===== src/rtl/mem_bus_seq_pkg.sv =====
// mem_bus_seq_pkg: shared encodings for the MSP430 memory-bus sequencer.
// State, MAB select and format codes used by the sequencer and decoder.
package mem_bus_seq_pkg;

  typedef enum logic [3:0] {
    ST_RST     = 4'd0,
    ST_FETCH   = 4'd1,
    ST_DECODE  = 4'd2,
    ST_SRC_EXT = 4'd3,
    ST_SRC_RD  = 4'd4,
    ST_DST_EXT = 4'd5,
    ST_DST_RD  = 4'd6,
    ST_EXEC    = 4'd7,
    ST_DST_WR  = 4'd8,
    ST_PUSH_WR = 4'd9
  } state_t;

  localparam logic [2:0] MAB_PC   = 3'd0;
  localparam logic [2:0] MAB_SRC  = 3'd1;
  localparam logic [2:0] MAB_CALC = 3'd2;
  localparam logic [2:0] MAB_SP   = 3'd3;
  localparam logic [2:0] MAB_MDB  = 3'd4;

  localparam logic [1:0] FMT_ILL = 2'd0;
  localparam logic [1:0] FMT_I   = 2'd1;
  localparam logic [1:0] FMT_II  = 2'd2;
  localparam logic [1:0] FMT_JMP = 2'd3;

  function automatic logic is_mem(input state_t s);
    return (s == ST_FETCH)   || (s == ST_SRC_EXT) ||
           (s == ST_SRC_RD)  || (s == ST_DST_EXT) ||
           (s == ST_DST_RD)  || (s == ST_DST_WR)  ||
           (s == ST_PUSH_WR);
  endfunction

endpackage


===== src/rtl/mem_bus_seq.sv =====
// mem_bus_seq: per-instruction memory phase sequencer for the MSP430 core.
// One FSM walks fetch/ext/read/exec/write phases, gated by mem_rdy.
module mem_bus_seq
  import mem_bus_seq_pkg::*;
#(
  parameter int unsigned TIMEOUT = 15
) (
  input  logic       clk,
  input  logic       rst,
  input  logic       mem_rdy,
  input  logic [1:0] fmt,
  input  logic [1:0] as_mode,
  input  logic       ad_mode,
  input  logic       src_cg,
  input  logic       src_imm,
  input  logic       dst_rd,
  input  logic       no_wb,
  input  logic       is_push,
  input  logic       sr_upd,
  input  logic       jmp_taken,
  output logic [2:0] mab_sel,
  output logic       mem_rd,
  output logic       mem_wr,
  output logic       ir_load,
  output logic       pc_inc,
  output logic       pc_load,
  output logic       src_ext_we,
  output logic       dst_ext_we,
  output logic       op_a_we,
  output logic       op_b_we,
  output logic       an_inc,
  output logic       reg_we,
  output logic       sr_we,
  output logic       sp_dec,
  output logic       bus_err,
  output logic [3:0] state
);

  localparam logic [3:0] TMO = 4'(TIMEOUT);

  state_t     state_q, state_d;
  logic [3:0] cnt_q, cnt_d;
  logic       mem_st;
  logic       tmo;

  always_ff @(posedge clk or posedge rst) begin
    if (rst) begin
      state_q <= ST_RST;
      cnt_q   <= 4'd0;
    end else begin
      state_q <= state_d;
      cnt_q   <= cnt_d;
    end
  end

  assign state  = state_q;
  assign mem_st = is_mem(state_q);
  assign tmo    = mem_st & ~mem_rdy & (cnt_q == TMO);

  always_comb begin
    state_d    = state_q;
    cnt_d      = cnt_q;
    mab_sel    = MAB_PC;
    mem_rd     = 1'b0;
    mem_wr     = 1'b0;
    ir_load    = 1'b0;
    pc_inc     = 1'b0;
    pc_load    = 1'b0;
    src_ext_we = 1'b0;
    dst_ext_we = 1'b0;
    op_a_we    = 1'b0;
    op_b_we    = 1'b0;
    an_inc     = 1'b0;
    reg_we     = 1'b0;
    sr_we      = 1'b0;
    sp_dec     = 1'b0;
    bus_err    = 1'b0;

    unique case (state_q)
      ST_RST: state_d = ST_FETCH;
      ST_FETCH: begin
        mem_rd = 1'b1;
        if (mem_rdy) begin
          ir_load = 1'b1;
          pc_inc  = 1'b1;
          state_d = ST_DECODE;
        end
      end
      ST_DECODE: begin
        // Illegal formats fall through EXEC as a NOP.
        if (fmt == FMT_JMP || fmt == FMT_ILL)
          state_d = ST_EXEC;
        else if (!src_cg && (as_mode == 2'b01 || src_imm))
          state_d = ST_SRC_EXT;
        else if (!src_cg && as_mode[1])
          state_d = ST_SRC_RD;
        else if (ad_mode)
          state_d = ST_DST_EXT;
        else
          state_d = ST_EXEC;
      end
      ST_SRC_EXT: begin
        mem_rd = 1'b1;
        if (mem_rdy) begin
          src_ext_we = 1'b1;
          pc_inc     = 1'b1;
          if (src_imm)
            state_d = ad_mode ? ST_DST_EXT : ST_EXEC;
          else
            state_d = ST_SRC_RD;
        end
      end
      ST_SRC_RD: begin
        mem_rd  = 1'b1;
        mab_sel = (as_mode == 2'b01) ? MAB_CALC : MAB_SRC;
        if (mem_rdy) begin
          op_a_we = 1'b1;
          an_inc  = (as_mode == 2'b11);
          state_d = ad_mode ? ST_DST_EXT : ST_EXEC;
        end
      end
      ST_DST_EXT: begin
        mem_rd = 1'b1;
        if (mem_rdy) begin
          dst_ext_we = 1'b1;
          pc_inc     = 1'b1;
          state_d    = dst_rd ? ST_DST_RD : ST_EXEC;
        end
      end
      ST_DST_RD: begin
        mem_rd  = 1'b1;
        mab_sel = MAB_CALC;
        if (mem_rdy) begin
          op_b_we = 1'b1;
          state_d = ST_EXEC;
        end
      end
      ST_EXEC: begin
        reg_we  = ~ad_mode & ~no_wb & (fmt != FMT_JMP);
        sr_we   = sr_upd;
        pc_load = (fmt == FMT_JMP) & jmp_taken;
        sp_dec  = is_push;
        if (is_push)
          state_d = ST_PUSH_WR;
        else if (ad_mode && !no_wb)
          state_d = ST_DST_WR;
        else
          state_d = ST_FETCH;
      end
      ST_DST_WR: begin
        mem_wr  = 1'b1;
        mab_sel = MAB_CALC;
        if (mem_rdy) state_d = ST_FETCH;
      end
      ST_PUSH_WR: begin
        mem_wr  = 1'b1;
        mab_sel = MAB_SP;
        if (mem_rdy) state_d = ST_FETCH;
      end
      default: state_d = ST_RST;
    endcase

    // Abandoned access: restart at FETCH with no latch enables.
    if (tmo) begin
      bus_err = 1'b1;
      state_d = ST_FETCH;
    end

    if (tmo || state_d != state_q)
      cnt_d = 4'd0;
    else if (mem_st && !mem_rdy)
      cnt_d = cnt_q + 4'd1;
  end

endmodule

===== config.mk =====
export PLATFORM = sky130hd
export DESIGN_NAME = mem_bus_seq
export DESIGN_NICKNAME = d
export VERILOG_FILES = /design/src/rtl/mem_bus_seq_pkg.sv /design/src/rtl/mem_bus_seq.sv
export SDC_FILE = /design/constraint.sdc
export NUM_CORES = 1
export LEC_CHECK = 0
export CAP_MARGIN = 5
export CORE_MARGIN = 3
export CORE_UTILIZATION = 46
export CTS_CLUSTER_SIZE = 12
export DETAILED_ROUTE_END_ITERATION = 12
export HOLD_SLACK_MARGIN = 0.15
export PLACE_DENSITY = 0.84
export SYNTH_ARGS = -nofsm -noshare
export SYNTH_HDL_FRONTEND = slang
export SYNTH_SLANG_ARGS = --single-unit

===== constraint.sdc =====
create_clock -name clk -period 3.4 [get_ports clk]
set_clock_uncertainty 0.05 [all_clocks]
set_input_delay 0.68 -clock clk [delete_from_list [all_inputs] [get_ports clk]]
set_output_delay 0.68 -clock clk [all_outputs]
set_load 0.05 [all_outputs]

# After elaboration in Yosys (flattened, before gate mapping)
# Cells that the tools add are included.
# word_totals
in_bits	15
reg_bits	8
# op_classes
bitwise	8
muxes	36
add_sub_neg	1
n_reduce_logical	23
n_eq_ne	15
# ops
operator	count
two-way mux 4 bit	12
case mux 4 bit (9 select lines)	1
two-way mux 1 bit	17
== test 4 x 3 -> 1 bit (second input constant)	4
== test 4 bit (second input constant)	3
logical OR 1 bit	9
== test 4 x 2 -> 1 bit (second input constant)	2
two-way mux 2 bit	3
two-way mux 3 bit	2
case mux 2 bit (3 select lines)	1
bitwise AND 1 bit	5
OR reduction 5 bit	1
adder 4 x 1 -> 4 bit (second input constant)	1
== test 2 bit (second input constant)	2
== test 4 x 1 -> 1 bit (second input constant)	1
logical AND 1 bit	4
logical NOT 4 bit	1
!= test 4 bit	1
OR reduction 2 bit	2
logical NOT 1 bit	3
NOT 1 bit	3
OR reduction 3 bit	1
== test 2 x 1 -> 1 bit (second input constant)	1
logical NOT 2 bit	1
2 further kinds	2

# Longest topological paths before layout
# Gate-level depths: netlist of run 1.
# depth
depth_word	13
mapped_depth	7
mapped_depth_nobuf	6

# Worst setup path after synthesis of run 1
# Ideal clock, no wire load.
# synth_timing
kind	register to output
startpoint	register state_q[1], in the netlist state[1]
endpoint	output an_inc
t_arrival_ns	3.342
t_required_ns	2.670
stages_incl_launch_ff	5
n_path_buf	2
path_slack_ns	-0.672
path_cell_list	dfrtp_1 -> buf_2 -> buf_1 -> nor4_1 -> and3_1
# synth_via
elab_chain_len	2
# synth_rtl
element	line_no	source
from (decl)	mem_bus_seq.sv:41	state_t state_q, state_d;
from (signal assigned)	mem_bus_seq.sv:51	state_q <= state_d;
== test 4 x 3 -> 1 bit	mem_bus_seq.sv:79	unique case (state_q)
two-way mux 1 bit	mem_bus_seq.sv:79	
to (decl)	mem_bus_seq.sv:31	output logic an_inc,
# Every way passes these cells.

# Worst setup path after layout of run 1
# layout_timing
startpoint	register state_q[1], in the netlist state[1]
endpoint	output pc_load
# layout_via
elab_chain_len	2
# layout_rtl
element	line_no	source
== test 4 x 3 -> 1 bit	mem_bus_seq.sv:79	
two-way mux 1 bit	mem_bus_seq.sv:79	
to (decl)	mem_bus_seq.sv:26	output logic pc_load,
# Every way passes these cells.

==> results.py, run 1 <==
metrics = {
    "status": {
        "status": "completed",
    },
    "final_layout": {
        "layout-drive-gt1-share_pct": 17.7,
        "multi_input_area_um2": 641,
        "fin_util_pct": 75.5,
        "register_area_um2": 200,
        "mostFrequentLayoutCells": "23 x clkdlybuf4s50_1, 12 x nor2_1, 11 x buf_4",
        "nets": 166,
        "layout_commonest_cell": "clkdlybuf4s50_1",
        "n_fill_cell": 126,
        "antenna_cells": 0,
        "area_growth_pct": 49.0,
    },
    "global_routing": {
        "first_global_vias": 938,
        "grt_pass1_wl_mm": 4.49,
        "overflow": 0,
        "antenna_found_initial": 0,
        "grt_util_all_layers_pct": 23.1,
        "grt_start_max_net_pins": 17,
    },
    "sta": {
        "hold_slack_ns": 0.561,
        "fin_crit_sh_pct": 89.2,
        "tightest_slew_ns": 0.516,
        "hold_violations": 0,
        "relSlewSlack_pct": 65.2,
        "fmax_ghz": 0.330,
        "final_max_slew_viol_count": 0,
        "fin_setup_tns_ns": 0,
        "rsz0062_at_grt": "no",
        "layout_min_cycle_time_ns": 3.03,
        "setup_viol": 0,
    },
    "floorplan": {
        "die_h_um": 50.3,
        "dieArea_um2": 2530,
        "die_x_um": 50.3,
        "rows": 15,
        "start_util_pct": 50.7,
        "core_area_um2": 1780,
        "ios": 36,
    },
    "detailed_routing": {
        "drtAntennaViolNets": 0,
        "first_pass_iters": 4,
        "via_per_inst": 6.09,
        "wire_per_inst_um": 15.7,
        "num_vias": 1048,
        "drc": 0,
        "drtIter0Drc": 64,
        "wirelength_mm": 2.69,
    },
    "worst_setup_path": {
        "worstPathArrival_ns": 2.30,
        "worstPathRequired_ns": 2.67,
        "worstReg2RegStart": "state[0]$_DFF_PP0_",
        "crit_chain": "nand2_1 -> nor2_1 -> and3_1 -> clkdlybuf4s50_1",
        "critPathBufInv": 1,
        "critPathLaunchType": "flop",
        "cp_slowest_cell": "clkdlybuf4s50_1",
        "ff2ff_path_depth": 6,
        "crit_cells": 4,
        "end_kind": "output port",
        "path_delay_family": "buffers and inverters",
        "crit_fanout": 12,
        "critPathMaxStageDelay_ns": 0.80,
        "r2r-end": "cnt_q[1]$_DFFE_PP0P_",
        "r2r_setup_slack_ns": 0.96,
        "worst-setup-path-type": "flop to output port",
    },
    "min_path": {
        "min_path_cells": 2,
        "hold-path-endpoint": "cnt_q[3]$_DFFE_PP0P_",
        "min_from": "cnt_q[3]$_DFFE_PP0P_",
        "hp-class": "flop to flop",
    },
    "logic_synthesis": {
        "ys_ff_latch": 8,
        "synth_edf_count": 0,
        "synthArstFlopShare_pct": 100,
        "yosysUniqueCellTypes": 46,
        "synthesis.area_um2": 903,
        "ys.flop_type": "dfrtp_1",
        "synth.avg_cell_area_um2": 7.99,
        "syn-instance-count": 113,
        "ys_warn_count": 0,
        "syn-num-nets": 130,
        "synth_seq_area_share_pct": 22.2,
    },
    "placement": {
        "io_buffers": 34,
        "dp_hpwl_mm": 2.09,
        "gp_congestion": 0.908,
    },
    "clock_tree": {
        "cts_setup_buffers": 0,
        "clock_path_buffers": 2,
        "numCtsBuffers": 3,
        "cts.repair.resized": 0,
        "clk_latency_ns": 0.26,
        "clockRootBuffer": "clkbuf_4",
        "cts_sinks": 8,
        "htree_num_levels": 1,
        "cts_tree": "built",
        "cts.clk_slew.worst_paths_ns": 0.06,
        "cts_hold_buf": 0,
    },
    "flow_run": {
        "cap_violations": 0,
    },
    "power_and_ir_drop": {
        "power_leakage_uw": 0.000557,
        "finalPower_uw": 1190,
        "p_per_area_nw_per_um2": 887,
        "vdd.ir_drop.worst_mv": 0.577,
    },
}
## worst register-to-register path: stages (launching register included)
cell,delay [ns]
dfrtp_1,0.40
buf_4,0.21
nor3_4,0.31
a2111oi_4,0.08
a311o_1,0.31
or4_4,0.52
a2111oi_1,0.44
## registers in the layout (all words and copies together) (netlist names)
signal,count
state,4
cnt_q,4
## synth_stat cells (all sizes together) (3+ instances only)
master / number / area share (%)
nand2b: 7 / 4.8
nor3: 5 / 4.0
a2111oi: 5 / 7.5
a21oi: 3 / 1.7
and3: 5 / 3.5
a211oi: 4 / 3.3
o21ai: 4 / 2.2
inv: 5 / 2.1
nand2: 7 / 2.9
dfrtp: 8 / 22
buf: 8 / 5.8
nor2: 12 / 5.0
xnor2: 3 / 2.9
## power breakdown
part | internal [uW] | leakage (uW) | switching [uW]
registers | 123 | 0.000105 | 46.1
logic | 343 | 0.000439 | 606
clock network | 40.7 | 0.0000138 | 36.5
total | 507 | 0.000557 | 688
## how the worst max path moves through the flow
stage,end,from
3_3_place_gp,cnt_q[1]$_DFFE_PP0P_,fmt[0]
6_report,pc_load,state[1]$_DFF_PP0_
4_1_cts,pc_load,state[1]$_DFF_PP0_
3_5_place_dp,cnt_q[1]$_DFFE_PP0P_,fmt[0]
2_1_floorplan,an_inc,state[1]$_DFF_PP0_
5_1_grt,pc_load,state[1]$_DFF_PP0_
## final cells by class
type / count / area share [%]
well taps: 25 / 2.32
repair buffers: 40 / 32.2
multi-input cells: 91 / 47.6
flip-flops and latches: 8 / 14.9
inverters: 5 / 1.39
clock buffers: 3 / 1.67
## kinds of logic after synthesis
kind of cell    synth area share (%)
other cells                    0.415
mux                             2.22
simple gates                    31.9
fa+ha+maj                       2.77
xor+xnor                        3.88
compound gates                  28.4
buf+inv                         8.31
flops                           22.2
## through the flow
stage | cell area (um^2) | cells | setup slack, ns
finish | 1350 | 172 | 0.366
global placement | 1320 | 169 | 0.300
CTS | 1350 | 172 | 0.386
global route | 1350 | 172 | 0.255
detailed placement | 1320 | 169 | 0.268
floorplan | 916 | 113 | -0.0468
## routing by layer
layer  vias up  track usage [%]  part of all wire (%)
li1        497                -                     -
met1       486             31.3                    42
met2        58             35.9                    47
met3         7             5.64                   8.9
met4         0             7.17                   1.4
met5         -                0                     0
(Power assumes the default switching activity.)
==> inputs of run 2 (changes only) <==
--- a/config.mk
+++ b/config.mk
@@ -6,12 +6,14 @@
 export NUM_CORES = 1
 export LEC_CHECK = 0
 export CAP_MARGIN = 5
+export CELL_PAD_IN_SITES_DETAIL_PLACEMENT = 0
+export CELL_PAD_IN_SITES_GLOBAL_PLACEMENT = 2
 export CORE_MARGIN = 3
-export CORE_UTILIZATION = 46
+export CORE_UTILIZATION = 25
 export CTS_CLUSTER_SIZE = 12
 export DETAILED_ROUTE_END_ITERATION = 12
 export HOLD_SLACK_MARGIN = 0.15
-export PLACE_DENSITY = 0.84
+export PLACE_DENSITY_LB_ADDON = 0.1
 export SYNTH_ARGS = -nofsm -noshare
 export SYNTH_HDL_FRONTEND = slang
 export SYNTH_SLANG_ARGS = --single-unit
==> run 2 against run 1 <==
Hold slack lost 0.022 ns; sequential share of layout area shrank 0.60 points; non-clock buffer count grew 3; final cell count grew 14%; first-iteration DRC count shrank 20%; sequential power grew 15%; register-to-register slack lost 0.15 ns; setup slack lost 0.050 ns; global-route usage shrank 9.7 points; largest power group unchanged; highest routed layer unchanged; core utilization shrank 34 points; clock-buffer cell count is the same.
==> results.py, run 2 (same netlist as run 1, synthesis figures left out) <==
metrics = {
    "status": {
        "status": "completed",
    },
    "clock_tree": {
        "clockRootBuffer": "clkbuf_4",
        "numCtsBuffers": 3,
        "cts_hold_buf": 0,
        "htree_num_levels": 1,
        "cts_tree": "built",
        "clk_latency_ns": 0.26,
        "cts.repair.resized": 0,
        "cts.clk_slew.worst_paths_ns": 0.06,
        "cts_sinks": 8,
        "cts_setup_buffers": 0,
        "clock_path_buffers": 2,
    },
    "floorplan": {
        "rows": 21,
        "core_area_um2": 3420,
        "die_x_um": 66.1,
        "start_util_pct": 26.4,
        "dieArea_um2": 4370,
        "ios": 36,
        "die_h_um": 66.1,
    },
    "power_and_ir_drop": {
        "power_leakage_uw": 0.000578,
        "vdd.ir_drop.worst_mv": 0.257,
        "p_per_area_nw_per_um2": 857,
    },
    "sta": {
        "tightest_slew_ns": 0.507,
        "fmax_ghz": 0.324,
        "relSlewSlack_pct": 65.9,
        "final_max_slew_viol_count": 0,
        "hold_violations": 0,
        "rsz0062_at_grt": "no",
        "layout_min_cycle_time_ns": 3.08,
        "setup_viol": 0,
        "hold_slack_ns": 0.540,
        "fin_crit_sh_pct": 90.7,
    },
    "detailed_routing": {
        "drc": 0,
        "wire_per_inst_um": 14.2,
        "wirelength_mm": 2.79,
        "num_vias": 1015,
        "drtIter0Drc": 51,
        "drtAntennaViolNets": 0,
        "via_per_inst": 5.18,
        "first_pass_iters": 4,
    },
    "final_layout": {
        "layout-drive-gt1-share_pct": 20.7,
        "n_fill_cell": 346,
        "area_growth_pct": 55.3,
        "nets": 169,
        "layout_commonest_cell": "clkdlybuf4s50_1",
        "mostFrequentLayoutCells": "21 x clkdlybuf4s50_1, 15 x buf_4, 12 x nor2_1",
        "fin_util_pct": 41.1,
        "antenna_cells": 0,
    },
    "global_routing": {
        "first_global_vias": 946,
        "grt_util_all_layers_pct": 13.3,
        "antenna_found_initial": 0,
        "overflow": 0,
        "grt_start_max_net_pins": 15,
        "grt_pass1_wl_mm": 4.49,
    },
    "placement": {
        "dp_hpwl_mm": 2.25,
        "gp_congestion": 0.791,
        "io_buffers": 34,
    },
    "worst_setup_path": {
        "critPathMaxStageDelay_ns": 0.80,
        "cp_slowest_cell": "clkdlybuf4s50_1",
        "worstPathRequired_ns": 2.67,
        "crit_fanout": 12,
        "end_kind": "output port",
        "critPathLaunchType": "flop",
        "worstPathArrival_ns": 2.35,
        "worst-setup-path-type": "flop to output port",
        "ff2ff_path_depth": 6,
        "crit_chain": "nand2_1 -> nor2_1 -> and2_1 -> clkdlybuf4s50_1",
    },
    "flow_run": {
        "cap_violations": 0,
    },
    "min_path": {
        "min_path_cells": 2,
        "hp-class": "flop to flop",
    },
}
==> run 2: metrics by stage <==
| stage | setup WS [ns] | cell area, um^2 | setup TNS (ns) | std cells | total power, uW |
|---|---|---|---|---|---|
| after floorplan | -0.0468 | 916 | -0.0468 | 113 | 833 |
| after CTS | 0.299 | 1400 | 0 | 196 | 1200 |
| final | 0.316 | 1400 | 0 | 196 | 1200 |
| after global placement | 0.267 | 1380 | 0 | 193 | 1130 |
| after global routing | 0.153 | 1400 | 0 | 196 | 1280 |
| after detailed placement | 0.182 | 1380 | 0 | 193 | 1120 |
==> run 2: power breakdown <==
part	leakage, uW	switching [uW]	internal, uW	total (uW)
Combinational	0.000460	580	354	934
Sequential	0.000105	72.1	122	194
Clock	0.0000138	32.8	40.4	73.2
==> run 2: worst max-delay path, delay by kind of cell, from the launching register on <==
| kind | cells | cell delay [ns] |
|---|---|---|
| buf+inv | 1 | 0.80 |
| simple gates | 3 | 0.67 |
| flops | 1 | 0.62 |
==> run 2: layout make-up <==
cell class	count	area (um^2)	area share (%)
Multi-Input combinational cell	91	641	45.7
Inverter	5	18.8	1.34
Clock buffer	3	22.5	1.61
Tap cell	46	57.6	4.10
Timing Repair Buffer	43	463	33.0
Sequential cell	8	200	14.3
==> run 2: routing by layer <==
layer | global-route usage, % | up-vias | share of wire (%)
li1 | - | 498 | -
met1 | 16.5 | 489 | 45
met2 | 23.5 | 26 | 52
met3 | 3.57 | 2 | 3.6
met4 | 1.52 | 0 | 0.29
met5 | 0 | - | 0
==> run 2: path summary, 6_finish.rpt <==
kind	start	end	slack [ns]
worst max-delay path	state[1]$_DFF_PP0_	sr_we	0.32
worst min-delay path	cnt_q[3]$_DFFE_PP0P_	cnt_q[3]$_DFFE_PP0P_	0.54
worst max register to register	state[2]$_DFF_PP0_	cnt_q[0]$_DFFE_PP0P_	0.81
worst min register to register	cnt_q[3]$_DFFE_PP0P_	cnt_q[3]$_DFFE_PP0P_	0.54
max in group asynchronous	rst	cnt_q[3]$_DFFE_PP0P_	2.43
min in group asynchronous	rst	state[2]$_DFF_PP0_	0.62
==> inputs of run 3 (changes only) <==
--- a/config.mk
+++ b/config.mk
@@ -8,6 +8,7 @@
 export CAP_MARGIN = 5
 export CELL_PAD_IN_SITES_DETAIL_PLACEMENT = 0
 export CELL_PAD_IN_SITES_GLOBAL_PLACEMENT = 2
+export CORE_ASPECT_RATIO = 1.4
 export CORE_MARGIN = 3
 export CORE_UTILIZATION = 25
 export CTS_CLUSTER_SIZE = 12
==> constraint.sdc (replaced) <==
create_clock -name clk -period 3.4 [get_ports clk]
set_clock_uncertainty 0.05 [all_clocks]
set_input_delay 0.51 -clock clk [delete_from_list [all_inputs] [get_ports clk]]
set_output_delay 0.51 -clock clk [all_outputs]
set_load 0.05 [all_outputs]
==> run 3 against run 2 <==
Non-clock buffer count is 5 lower; total power shrank 1.5%; critical path type is now primary input to output port; critical path depth stayed put; setup slack better by 0.016 ns; largest power group unchanged.
==> results.py, run 3 (same netlist as run 1, synthesis figures left out) <==
metrics = {
    "status": {
        "status": "completed",
    },
    "worst_setup_path": {
        "startpoint": "mem_rdy",
        "ff2ff_path_depth": 6,
        "critPathLaunchType": "primary input",
        "worstPathRequired_ns": 2.84,
        "critPathBufInv": 3,
        "cpMostUsedCell": "clkdlybuf4s50_1",
        "critPathMaxStageDelay_ns": 0.85,
        "worst-setup-path-type": "primary input to output port",
        "crit_fanout": 12,
        "crit_cells": 4,
        "worstReg2RegStart": "state[0]$_DFF_PP0_",
        "crit_chain": "clkdlybuf4s50_1 -> inv_1 -> nor4_2 -> clkdlybuf4s50_1",
        "worstPathArrival_ns": 2.51,
        "path_delay_family": "buffers and inverters",
        "cp_slowest_cell": "clkdlybuf4s50_1",
        "end_kind": "output port",
    },
    "power_and_ir_drop": {
        "intPower_uw": 511,
        "p_seq_share_pct": 11.7,
        "pwr-share-clk_pct": 9.1,
        "vdd.ir_drop.worst_mv": 0.442,
        "pwr-share-comb_pct": 79.2,
        "p_per_area_nw_per_um2": 904,
        "switching_share_pct": 56.8,
        "power_leakage_uw": 0.000525,
        "netSwitchingPower_uw": 672,
        "finalPower_uw": 1180,
    },
    "floorplan": {
        "die_x_um": 56.8,
        "die_h_um": 77.1,
        "rows": 25,
        "core_area_um2": 3410,
        "ios": 36,
        "dieArea_um2": 4380,
        "start_util_pct": 26.5,
    },
    "clock_tree": {
        "clock_path_buffers": 2,
        "cts.repair.resized": 0,
        "cts_tree": "built",
        "cts.clk_slew.worst_paths_ns": 0.04,
        "numCtsBuffers": 3,
        "cts_hold_buf": 0,
        "cts_sinks": 8,
        "cts_setup_buffers": 0,
        "clk_latency_ns": 0.22,
        "htree_num_levels": 1,
        "clockRootBuffer": "clkbuf_8",
    },
    "min_path": {
        "hp-class": "primary input to async pin",
    },
    "final_layout": {
        "antenna_cells": 0,
        "layout_commonest_cell": "clkdlybuf4s50_1",
        "nets": 164,
        "mostFrequentLayoutCells": "29 x clkdlybuf4s50_1, 12 x nor2_1, 9 x buf_4",
        "layout-drive-gt1-share_pct": 12.4,
        "layout.cells.non_filler": 185,
        "final_area_um2": 1310,
        "area_growth_pct": 44.9,
    },
    "detailed_routing": {
        "num_vias": 961,
        "first_pass_iters": 6,
        "drtAntennaViolNets": 0,
        "wire_per_inst_um": 16.0,
        "drtIter0Drc": 18,
        "wirelength_mm": 2.96,
        "drc": 0,
        "via_per_inst": 5.19,
    },
    "sta": {
        "fin_crit_sh_pct": 90.3,
        "rsz0062_at_grt": "no",
        "relSlewSlack_pct": 59.3,
        "fin_setup_tns_ns": 0,
        "fmax_ghz": 0.326,
        "layout_min_cycle_time_ns": 3.07,
        "final_max_slew_viol_count": 0,
        "tightest_slew_ns": 0.604,
        "hold_violations": 0,
        "setup_viol": 0,
    },
    "placement": {
        "placed_area_um2": 1270,
        "io_buffers": 34,
        "place_inst": 182,
        "gp_congestion": 0.885,
        "dp_hpwl_mm": 2.42,
    },
    "global_routing": {
        "grt_pass1_wl_mm": 4.76,
        "overflow": 0,
        "first_global_vias": 990,
        "antenna_found_initial": 0,
        "grt_start_max_net_pins": 26,
        "grt_util_all_layers_pct": 13.7,
    },
    "flow_run": {
        "cap_violations": 0,
    },
}
## run 3: cell count changes in the layout (fill, tap and decap cells not counted), sizes merged
cell	delta
clkdlybuf4s50	+8
buf	-13
## run 3: path summary, 6_finish.rpt
| kind | to | slack, ns |
|---|---|---|
| worst max-delay path | op_a_we | 0.33 |
| worst min-delay path | cnt_q[2]$_DFFE_PP0P_ | 0.48 |
| worst max register to register | cnt_q[1]$_DFFE_PP0P_ | 0.97 |
| worst min register to register | cnt_q[3]$_DFFE_PP0P_ | 0.56 |
| max in group asynchronous | state[0]$_DFF_PP0_ | 2.60 |
| min in group clk | cnt_q[3]$_DFFE_PP0P_ | 0.56 |
## run 3: through the flow
| step | hold slack, ns | worst slack [ns] | utilization (%) |
|---|---|---|---|
| after detailed placement | 0.552 | 0.337 | 37.2 |
| after global routing | 0.512 | 0.226 | 38.4 |
| final | 0.481 | 0.331 | 38.4 |
| after floorplan | 0.276 | 0.123 | - |
| after global placement | 0.547 | 0.399 | 37.2 |
| after CTS | 0.485 | 0.333 | 38.4 |
## run 3: worst reg2reg max path, delay by kind of cell (launching register included)
family	cells	cell delay, ns
AOI/OAI and AO/OA	3	0.86
buffers and inverters	1	0.20
and+or+nand+nor	2	0.82
DFF	1	0.36
## run 3: area by class of cell
cell class | count | area (um^2)
sequential | 8 | 200
inverter | 5 | 18.8
timing repair buffer | 38 | 358
tap | 40 | 50.0
fill | 369 | 2100
multi-input combinational | 91 | 641
clock buffer | 3 | 41.3
## run 3: layer usage
metal / share of wire [%] / track usage [%] / vias to the layer above
met3: 5.3 / 1.85 / 2
met1: 40 / 15.1 / 441
met2: 55 / 26.2 / 28
li1: - / - / 490
met5: 0 / 0 / -
met4: 0.34 / 4.18 / 0
## run 3: power groups by stage
stage | clock network, uW | registers [uW] | logic [uW]
floorplan | 0 | 225 | 608
global placement | 0 | 140 | 942
detailed placement | 0 | 140 | 941
CTS | 113 | 139 | 946
global route | 119 | 143 | 1010
finish | 108 | 139 | 937
